<file path="config.mk">
export PLATFORM = sky130hd
export DESIGN_NAME = mdu_iter_flat
export DESIGN_NICKNAME = d
export VERILOG_FILES = /design/src/rtl/mdu_pkg.sv /design/src/rtl/mdu_iter_if.sv /design/src/rtl/mdu_step.sv /design/src/rtl/mdu_iter.sv /design/src/flat_wrapper.sv
export SDC_FILE = /design/constraint.sdc
export NUM_CORES = 1
export LEC_CHECK = 0
export CAP_MARGIN = 15
export CORE_ASPECT_RATIO = 0.75
export CORE_MARGIN = 3
export CORE_UTILIZATION = 40
export CTS_CLUSTER_SIZE = 16
export DETAILED_ROUTE_END_ITERATION = 7
export PLACE_DENSITY_LB_ADDON = 0.1
export SYNTH_ARGS = -nofsm -noshare
export SYNTH_HDL_FRONTEND = slang
export SYNTH_HIERARCHICAL = 1
export SYNTH_SLANG_ARGS = --single-unit
</file>
<file path="constraint.sdc">
create_clock -name clk -period 3.08 [get_ports clk]
set_clock_uncertainty 0.15 [all_clocks]
set_input_delay 0.462 -clock clk [delete_from_list [all_inputs] [get_ports clk]]
set_output_delay 0.462 -clock clk [all_outputs]
set_load 0.01 [all_outputs]
</file>
<file path="src/rtl/mdu_pkg.sv">
// Shared op codes, FSM state type and helpers for the iterative multiply/divide unit.
// Latency: n/a (declarations only).
// Backpressure: n/a.
package mdu_pkg;

  // ALU control codes, shared with the ALU decoder
  localparam logic [4:0] MDU_MULT  = 5'b01111;
  localparam logic [4:0] MDU_MULTU = 5'b11111;
  localparam logic [4:0] MDU_DIV   = 5'b01110;
  localparam logic [4:0] MDU_DIVU  = 5'b11110;

  typedef enum logic [1:0] {
    ST_IDLE,
    ST_PREP,
    ST_CALC,
    ST_FIX
  } mdu_state_e;

  // Iteration counter width for a given operand width
  function automatic int mdu_cnt_w(input int width);
    return $clog2(width);
  endfunction

  function automatic logic mdu_op_valid(input logic [4:0] op);
    return (op == MDU_MULT) || (op == MDU_MULTU) || (op == MDU_DIV) || (op == MDU_DIVU);
  endfunction

  function automatic logic mdu_is_div(input logic [4:0] op);
    return (op == MDU_DIV) || (op == MDU_DIVU);
  endfunction

  function automatic logic mdu_is_signed(input logic [4:0] op);
    return (op == MDU_MULT) || (op == MDU_DIV);
  endfunction

endpackage

</file>
<file path="src/rtl/mdu_iter_if.sv">
// Pipeline-side request/result bundle of the multiply/divide unit.
// Latency: n/a (wiring only).
// Backpressure: requester holds off while busy; start is only sampled when busy=0.
interface mdu_iter_if #(parameter int WIDTH = 32);
  logic             start;
  logic [4:0]       op;
  logic [WIDTH-1:0] a;
  logic [WIDTH-1:0] b;
  logic             flush;
  logic             hi_we;
  logic             lo_we;
  logic [WIDTH-1:0] wdata;
  logic             busy;
  logic             done;
  logic [WIDTH-1:0] hi;
  logic [WIDTH-1:0] lo;
  logic             div_zero;

  // Execute stage side
  modport master (
    output start, op, a, b, flush, hi_we, lo_we, wdata,
    input  busy, done, hi, lo, div_zero
  );

  // Multiply/divide unit side
  modport slave (
    input  start, op, a, b, flush, hi_we, lo_we, wdata,
    output busy, done, hi, lo, div_zero
  );
endinterface

</file>
<file path="src/rtl/mdu_step.sv">
// One radix-2 iteration: shift-add for multiply, restoring shift-subtract for divide.
// Latency: combinational.
// Backpressure: none.
module mdu_step #(
  parameter int WIDTH = 32
) (
  input  logic               is_div,
  input  logic [2*WIDTH-1:0] acc,      // {partial high, multiplier / dividend-quotient}
  input  logic [WIDTH-1:0]   opnd,     // multiplicand or divisor magnitude
  output logic [2*WIDTH-1:0] acc_nxt,  // next accumulator, quotient bit slot left 0
  output logic               q_bit
);

  logic [WIDTH:0]   sum;
  logic [WIDTH:0]   rem_sh;
  logic [WIDTH+1:0] diff;

  // Single iteration datapath for both modes
  always_comb begin
    sum     = {1'b0, acc[2*WIDTH-1:WIDTH]} + {1'b0, opnd};
    rem_sh  = acc[2*WIDTH-1:WIDTH-1];
    diff    = {1'b0, rem_sh} - {2'b00, opnd};
    acc_nxt = '0;
    q_bit   = 1'b0;
    if (is_div) begin
      // Remainder never exceeds the divisor, so WIDTH bits hold it after the trial subtract.
      q_bit = ~diff[WIDTH+1];
      if (q_bit) acc_nxt = {diff[WIDTH-1:0], acc[WIDTH-2:0], 1'b0};
      else       acc_nxt = {rem_sh[WIDTH-1:0], acc[WIDTH-2:0], 1'b0};
    end else begin
      if (acc[0]) acc_nxt = {sum, acc[WIDTH-1:1]};
      else        acc_nxt = {1'b0, acc[2*WIDTH-1:1]};
    end
  end

endmodule

</file>
<file path="src/rtl/mdu_iter.sv">
// Iterative signed/unsigned multiply and divide with architectural HI/LO registers.
// Latency: WIDTH+2 cycles from accepted start to done, independent of operands.
// Backpressure: busy high while running; start ignored until busy drops, flush aborts.
module mdu_iter
  import mdu_pkg::*;
#(
  parameter int WIDTH = 32
) (
  input logic     clk,
  input logic     resetn,
  mdu_iter_if.slave bus
);

  localparam int            CW       = mdu_cnt_w(WIDTH);
  localparam logic [CW-1:0] CNT_LAST = CW'(WIDTH - 1);

  mdu_state_e         state, state_nxt;
  logic [CW-1:0]      cnt;
  logic [2*WIDTH-1:0] acc, step_acc, prod;
  logic [WIDTH-1:0]   md, a_abs, b_abs, quo, rem, res_hi, res_lo;
  logic [WIDTH-1:0]   hi_q, lo_q;
  logic               step_q, is_div, is_sgn, neg_q, neg_r, done_q, dz_q;
  logic               accept, fix_fire;

  assign accept   = (state == ST_IDLE) && bus.start && !bus.flush && mdu_op_valid(bus.op);
  assign fix_fire = (state == ST_FIX) && !bus.flush;

  // State register
  always_ff @(posedge clk or negedge resetn) begin
    if (!resetn) state <= ST_IDLE;
    else         state <= state_nxt;
  end

  // Next-state logic; flush wins from any state
  always_comb begin
    state_nxt = state;
    if (bus.flush) begin
      state_nxt = ST_IDLE;
    end else begin
      case (state)
        ST_IDLE: if (accept) state_nxt = ST_PREP;
        ST_PREP: state_nxt = ST_CALC;
        ST_CALC: if (cnt == CNT_LAST) state_nxt = ST_FIX;
        ST_FIX:  state_nxt = ST_IDLE;
        default: state_nxt = ST_IDLE;
      endcase
    end
  end

  mdu_step #(.WIDTH(WIDTH)) u_step (
    .is_div  (is_div),
    .acc     (acc),
    .opnd    (md),
    .acc_nxt (step_acc),
    .q_bit   (step_q)
  );

  // Operand magnitudes and sign-corrected results
  always_comb begin
    a_abs = (is_sgn && acc[WIDTH-1]) ? -acc[WIDTH-1:0] : acc[WIDTH-1:0];
    b_abs = (is_sgn && md[WIDTH-1])  ? -md : md;
    prod  = neg_q ? -acc : acc;
    quo   = neg_q ? -acc[WIDTH-1:0] : acc[WIDTH-1:0];
    rem   = neg_r ? -acc[2*WIDTH-1:WIDTH] : acc[2*WIDTH-1:WIDTH];
    if (is_div) begin
      // With a zero divisor the remainder path already carries |a|, so hi comes back as a.
      res_lo = (md == '0) ? '1 : quo;
      res_hi = rem;
    end else begin
      res_lo = prod[WIDTH-1:0];
      res_hi = prod[2*WIDTH-1:WIDTH];
    end
  end

  // Operand latch, sign preparation and iteration
  always_ff @(posedge clk or negedge resetn) begin
    if (!resetn) begin
      cnt    <= '0;
      acc    <= '0;
      md     <= '0;
      is_div <= 1'b0;
      is_sgn <= 1'b0;
      neg_q  <= 1'b0;
      neg_r  <= 1'b0;
    end else begin
      case (state)
        ST_IDLE: if (accept) begin
          acc    <= {{WIDTH{1'b0}}, bus.a};
          md     <= bus.b;
          is_div <= mdu_is_div(bus.op);
          is_sgn <= mdu_is_signed(bus.op);
        end
        ST_PREP: begin
          neg_q <= is_sgn && (acc[WIDTH-1] ^ md[WIDTH-1]);
          neg_r <= is_sgn && acc[WIDTH-1];
          acc   <= {{WIDTH{1'b0}}, a_abs};
          md    <= b_abs;
          cnt   <= '0;
        end
        ST_CALC: begin
          acc <= step_acc | {{(2*WIDTH-1){1'b0}}, step_q};
          cnt <= (cnt == CNT_LAST) ? '0 : cnt + 1'b1;
        end
        default: ;
      endcase
    end
  end

  // Architectural HI/LO, done pulse and divide-by-zero flag
  always_ff @(posedge clk or negedge resetn) begin
    if (!resetn) begin
      hi_q   <= '0;
      lo_q   <= '0;
      done_q <= 1'b0;
      dz_q   <= 1'b0;
    end else begin
      done_q <= 1'b0;
      if (fix_fire) begin
        hi_q   <= res_hi;
        lo_q   <= res_lo;
        done_q <= 1'b1;
        dz_q   <= is_div && (md == '0);
      end else if (state == ST_IDLE) begin
        if (bus.hi_we) hi_q <= bus.wdata;
        if (bus.lo_we) lo_q <= bus.wdata;
      end
    end
  end

  assign bus.busy     = (state != ST_IDLE);
  assign bus.done     = done_q;
  assign bus.hi       = hi_q;
  assign bus.lo       = lo_q;
  assign bus.div_zero = dz_q;

endmodule

</file>
<file path="src/flat_wrapper.sv">
// flat-port wrapper written by rule: the top's interface ports become plain ports
module mdu_iter_flat import mdu_pkg::*;
#(
  parameter int WIDTH = 32
)
  (clk, resetn, bus_start, bus_op, bus_a, bus_b, bus_flush, bus_hi_we, bus_lo_we, bus_wdata, bus_busy, bus_done, bus_hi, bus_lo, bus_div_zero);
  mdu_iter_if #(.WIDTH(WIDTH)) bus_i ();
  input logic clk;
  input logic resetn;
  input wire logic [$bits(bus_i.start)-1:0] bus_start;
  input wire logic [$bits(bus_i.op)-1:0] bus_op;
  input wire logic [$bits(bus_i.a)-1:0] bus_a;
  input wire logic [$bits(bus_i.b)-1:0] bus_b;
  input wire logic [$bits(bus_i.flush)-1:0] bus_flush;
  input wire logic [$bits(bus_i.hi_we)-1:0] bus_hi_we;
  input wire logic [$bits(bus_i.lo_we)-1:0] bus_lo_we;
  input wire logic [$bits(bus_i.wdata)-1:0] bus_wdata;
  output wire logic [$bits(bus_i.busy)-1:0] bus_busy;
  output wire logic [$bits(bus_i.done)-1:0] bus_done;
  output wire logic [$bits(bus_i.hi)-1:0] bus_hi;
  output wire logic [$bits(bus_i.lo)-1:0] bus_lo;
  output wire logic [$bits(bus_i.div_zero)-1:0] bus_div_zero;
  assign bus_i.start = bus_start;
  assign bus_i.op = bus_op;
  assign bus_i.a = bus_a;
  assign bus_i.b = bus_b;
  assign bus_i.flush = bus_flush;
  assign bus_i.hi_we = bus_hi_we;
  assign bus_i.lo_we = bus_lo_we;
  assign bus_i.wdata = bus_wdata;
  assign bus_busy = bus_i.busy;
  assign bus_done = bus_i.done;
  assign bus_hi = bus_i.hi;
  assign bus_lo = bus_i.lo;
  assign bus_div_zero = bus_i.div_zero;
  mdu_iter #(.WIDTH(WIDTH)) u_core (.clk(clk), .resetn(resetn), .bus(bus_i));
endmodule
</file>
==> flow_summary.toml <==
[timing]
min_period_ns = 3.285
hold_viol = 0
rsz0062_at_grt = "yes"
fmax_mhz = 304.4
holdWs_ns = 0.3673
fin_crit_sh = 1.066
setup_ws_ns = -0.2047
max_slew_margin = 0.4037
worst_slew_pin_slew_ns = 0.8903
maxSlewViolCount = 0
setup_tns_ns = -4.269
setup_viol = 35

[synthesis]
synth.yosys.seq_area_share = 0.2783
synth_top_family_by_area = "compound AO/OA/AOI/OAI gates"
synth_cells = 2000
synth_fa_ha_area_frac = 0.06210
synth_xor_area_frac = 0.05800
async_flop_share = 1.000
syn-num-nets = 2183
synth_edf_count = 0
synth_cell_types = 84
syn_avg_cell_area_um2 = 7.777
syn_area_um2 = 15550
synth_mux_area_frac = 0.05775
synth_simple_gate_area_frac = 0.2317
synth_top_flop_cell = "dfrtp_1"
synth_compound_area_frac = 0.2586
yosysWarningCount = 6
ys_ff_latch = 173

[drt]
drc = 0
wire_per_inst_um = 22.60
drtAntennaViolNets = 0
vias = 17930
wl_um = 66160
dr.pass1.iters = 8
vias_per_cell = 6.126
drtIter0Drc = 2128

[min_path]
min_path_cells = 1
hp-start = "u_core/cnt[2]$_DFFE_PN0N_"
min_path_type = "flop to flop"
hold_end = "u_core/cnt[2]$_DFFE_PN0N_"

[die]
initial_utilization = 0.4126
die_w_um = 233.7
rows = 61
die_y_um = 176.8
core_area_um2 = 37700
dieArea_um2 = 41310
ioPinCount = 174

[clock_tree]
cts_max_path_buffers = 2
htree_levels = 4
cts_tree = "built"
worstSkewPairLatency_ns = 0.47
cts.sink_count = 173
clkTransAtPathRegs_ns = 0.08
root_buffer = "clkbuf_16"
cts_buffers = 17

[global_route]
gr-total-overflow = 0
grt_pass1_wl_um = 98700
grt_pass1_vias = 16560
grt_max_degree = 76
antenna_found_initial = 1
grt_util_all_layers = 0.3082

[place]
dp_hpwl_um = 49150
portBuffers = 173
place.gp.congestion = 0.9489

[finish]
fin_nets = 2593
antennaDiodeCount = 0
drive_gt1_frac = 0.2530
fin_util = 0.5803
area_growth_pct = 40.65

[critical_path]
critPathArrivalTime_ns = 3.53
end_kind = "flop"
crit_fanout = 10
critical_path_class = "flop to flop"
r2r_start = "u_core/md[28]$_DFFE_PN0P_"
critPathLaunchType = "flop"
required_ns = 3.33
r2r_slack_ns = -0.20
worstRegToRegCells = 14
critPathLaunch = "u_core/md[28]$_DFFE_PN0P_"
worstReg2RegEnd = "u_core/acc[35]$_DFFE_PN0P_"

[pwr]
peakVddDrop_v = 0.0005252
power_leakage_nw = 9.634
p_per_area_nw_per_um2 = 879.6
p_total_mw = 19.24

[run_status]
status = "finished with violations"
violations = "negative setup slack"

[run]
drv_cap = 0
synthesized netlist by cell type, drive strengths merged (7+ instances only):
| cell type | number | share of area |
|---|---|---|
| mux2i | 47 | 0.030 |
| o31ai | 12 | 0.0058 |
| a22oi | 12 | 0.0058 |
| and3 | 43 | 0.017 |
| a222oi | 17 | 0.011 |
| a32oi | 17 | 0.0096 |
| and2 | 7 | 0.0028 |
| a31oi | 24 | 0.0097 |
| nor4 | 28 | 0.012 |
| nand3 | 76 | 0.024 |
| and4 | 8 | 0.0048 |
| o311ai | 13 | 0.0073 |
| xor2 | 61 | 0.034 |
| nor3b | 7 | 0.0034 |
| nand2b | 21 | 0.0084 |
| dfrtp | 173 | 0.28 |
| a221o | 9 | 0.0058 |
| buf | 24 | 0.0092 |
| nor2 | 136 | 0.033 |
| nand4 | 22 | 0.0088 |
| nand2 | 253 | 0.061 |
| o211ai | 9 | 0.0043 |
| o21ai | 150 | 0.049 |
| or4 | 16 | 0.0082 |
| a221oi | 14 | 0.0079 |
| or3 | 35 | 0.014 |
| nor2b | 24 | 0.0097 |
| a211oi | 46 | 0.023 |
| nor3 | 35 | 0.011 |
| clkbuf | 113 | 0.027 |
| a21oi | 171 | 0.055 |
| o22ai | 23 | 0.0093 |
| or2 | 9 | 0.0036 |
| ha | 74 | 0.060 |
| xnor2 | 42 | 0.024 |
| o41ai | 9 | 0.0051 |
| a21o | 31 | 0.015 |
| inv | 71 | 0.017 |
| mux2 | 38 | 0.028 |
worst max path at each step:
stage | endpoint | cells after the start
2_1_floorplan | u_core/acc[44]$_DFFE_PN0P_ | 15
3_3_place_gp | u_core/acc[55]$_DFFE_PN0P_ | 13
3_5_place_dp | u_core/acc[55]$_DFFE_PN0P_ | 13
4_1_cts | u_core/acc[62]$_DFFE_PN0P_ | 13
5_1_grt | u_core/acc[60]$_DFFE_PN0P_ | 16
6_report | u_core/acc[35]$_DFFE_PN0P_ | 14
kinds of logic after synthesis:
logic type               count (synthesis)
AO/OA/AOI/OAI                          621
XOR/XNOR                               103
adder cells (fa/ha/maj)                 76
buffers and inverters                  208
flip-flops                             173
multiplexers                            85
AND/OR/NAND/NOR                        734
metal layers:
| layer | GRT usage | routed length [um] | part of all wire |
|---|---|---|---|
| met2 | 0.4191 | 26850 | 0.41 |
| met1 | 0.4905 | 31730 | 0.48 |
| met5 | 0 | 17 | 0.00026 |
| met3 | 0.06966 | 6519 | 0.099 |
| met4 | 0.05759 | 1043 | 0.016 |
per-stage QoR:
step	std cells	area (um^2)	worst slack (ns)
finish	2927	21880	-0.2047
global route	2927	21880	-0.2817
CTS	2904	20970	-0.2339
detailed placement	2855	19840	-0.4465
global placement	2855	19840	-0.4027
floorplan	2000	15580	0.001179
repair_timing:
action / in CTS / in global routing
hold endpoints to repair: 72 / 0
pin swaps: 32 / 73
hold buffers: 1 / 0
resized for setup: 83 / 141
setup endpoints to repair: 40 / 66
setup buffers: 14 / 21
cloned: 3 / 4
registers in the layout (all words and copies together) (netlist names):
| register | cells |
|---|---|
| u_core/bus.div_zero | 1 |
| u_core/is_div | 1 |
| u_core/bus.hi | 32 |
| u_core/bus.lo | 32 |
| u_core/neg_r | 1 |
| u_core/neg_q | 1 |
| u_core/acc | 64 |
| u_core/state | 2 |
| u_core/bus.done | 1 |
| u_core/cnt | 5 |
| u_core/is_sgn | 1 |
| u_core/md | 32 |
layout make-up:
cell class	instances	area, um^2
Timing Repair Buffer	527	4703
Tap cell	504	630.6
Clock buffer	17	425.4
Multi-Input combinational cell	1620	11350
Fill cell	3496	15830
Inverter	71	269.0
Sequential cell	173	4358
Clock inverter	15	146.4
cells in the final DEF, fill, tap and decap left out, types with 11 or more instances in the layout:
cell | synthesis | layout
nor3_1 | 35 | 30
inv_1 | 70 | 59
buf_6 | 3 | 20
nor2b_1 | 24 | 22
buf_4 | 3 | 316
nand4_1 | 22 | 22
a31oi_1 | 24 | 21
and3_1 | 43 | 43
o22ai_1 | 23 | 23
a222oi_1 | 17 | 17
xor2_1 | 61 | 59
nor4_1 | 27 | 23
clkbuf_16 | 0 | 20
a21oi_1 | 170 | 147
ha_1 | 74 | 48
o21ai_0 | 146 | 132
xnor2_1 | 42 | 42
mux2_2 | 38 | 38
or4_1 | 14 | 12
or3_1 | 34 | 33
nor2_1 | 135 | 131
a21oi_2 | 1 | 18
nand3_1 | 76 | 74
nand2_1 | 253 | 250
a32oi_1 | 17 | 11
a21o_1 | 31 | 30
clkdlybuf4s50_1 | 0 | 172
a221oi_1 | 14 | 12
ha_4 | 0 | 21
nand2b_1 | 21 | 19
mux2i_1 | 47 | 46
dfrtp_1 | 173 | 152
dfrtp_2 | 0 | 20
a211oi_1 | 45 | 41
worst max-delay path, cell delays in order, from the launching register on:
cell and delay, ns:
dfrtp_1 0.44, inv_1 0.14, ha_2 0.33, a21o_1 0.21, or2_0 0.22, or4_4 0.45, a21o_4 0.24, o21ai_4 0.13
buf_6 0.15, buf_6 0.12, buf_16 0.12, a21oi_1 0.11, a21oi_1 0.20, nand3_1 0.09, nand2_1 0.10
where the power goes:
part | leakage [nW] | internal, mW | switching, mW
clock | 0.278 | 1.08 | 1.17
sequential | 2.14 | 3.09 | 0.968
combinational | 7.22 | 5.59 | 7.34
total | 9.63 | 9.76 | 9.48
(Power assumes the default switching activity.)
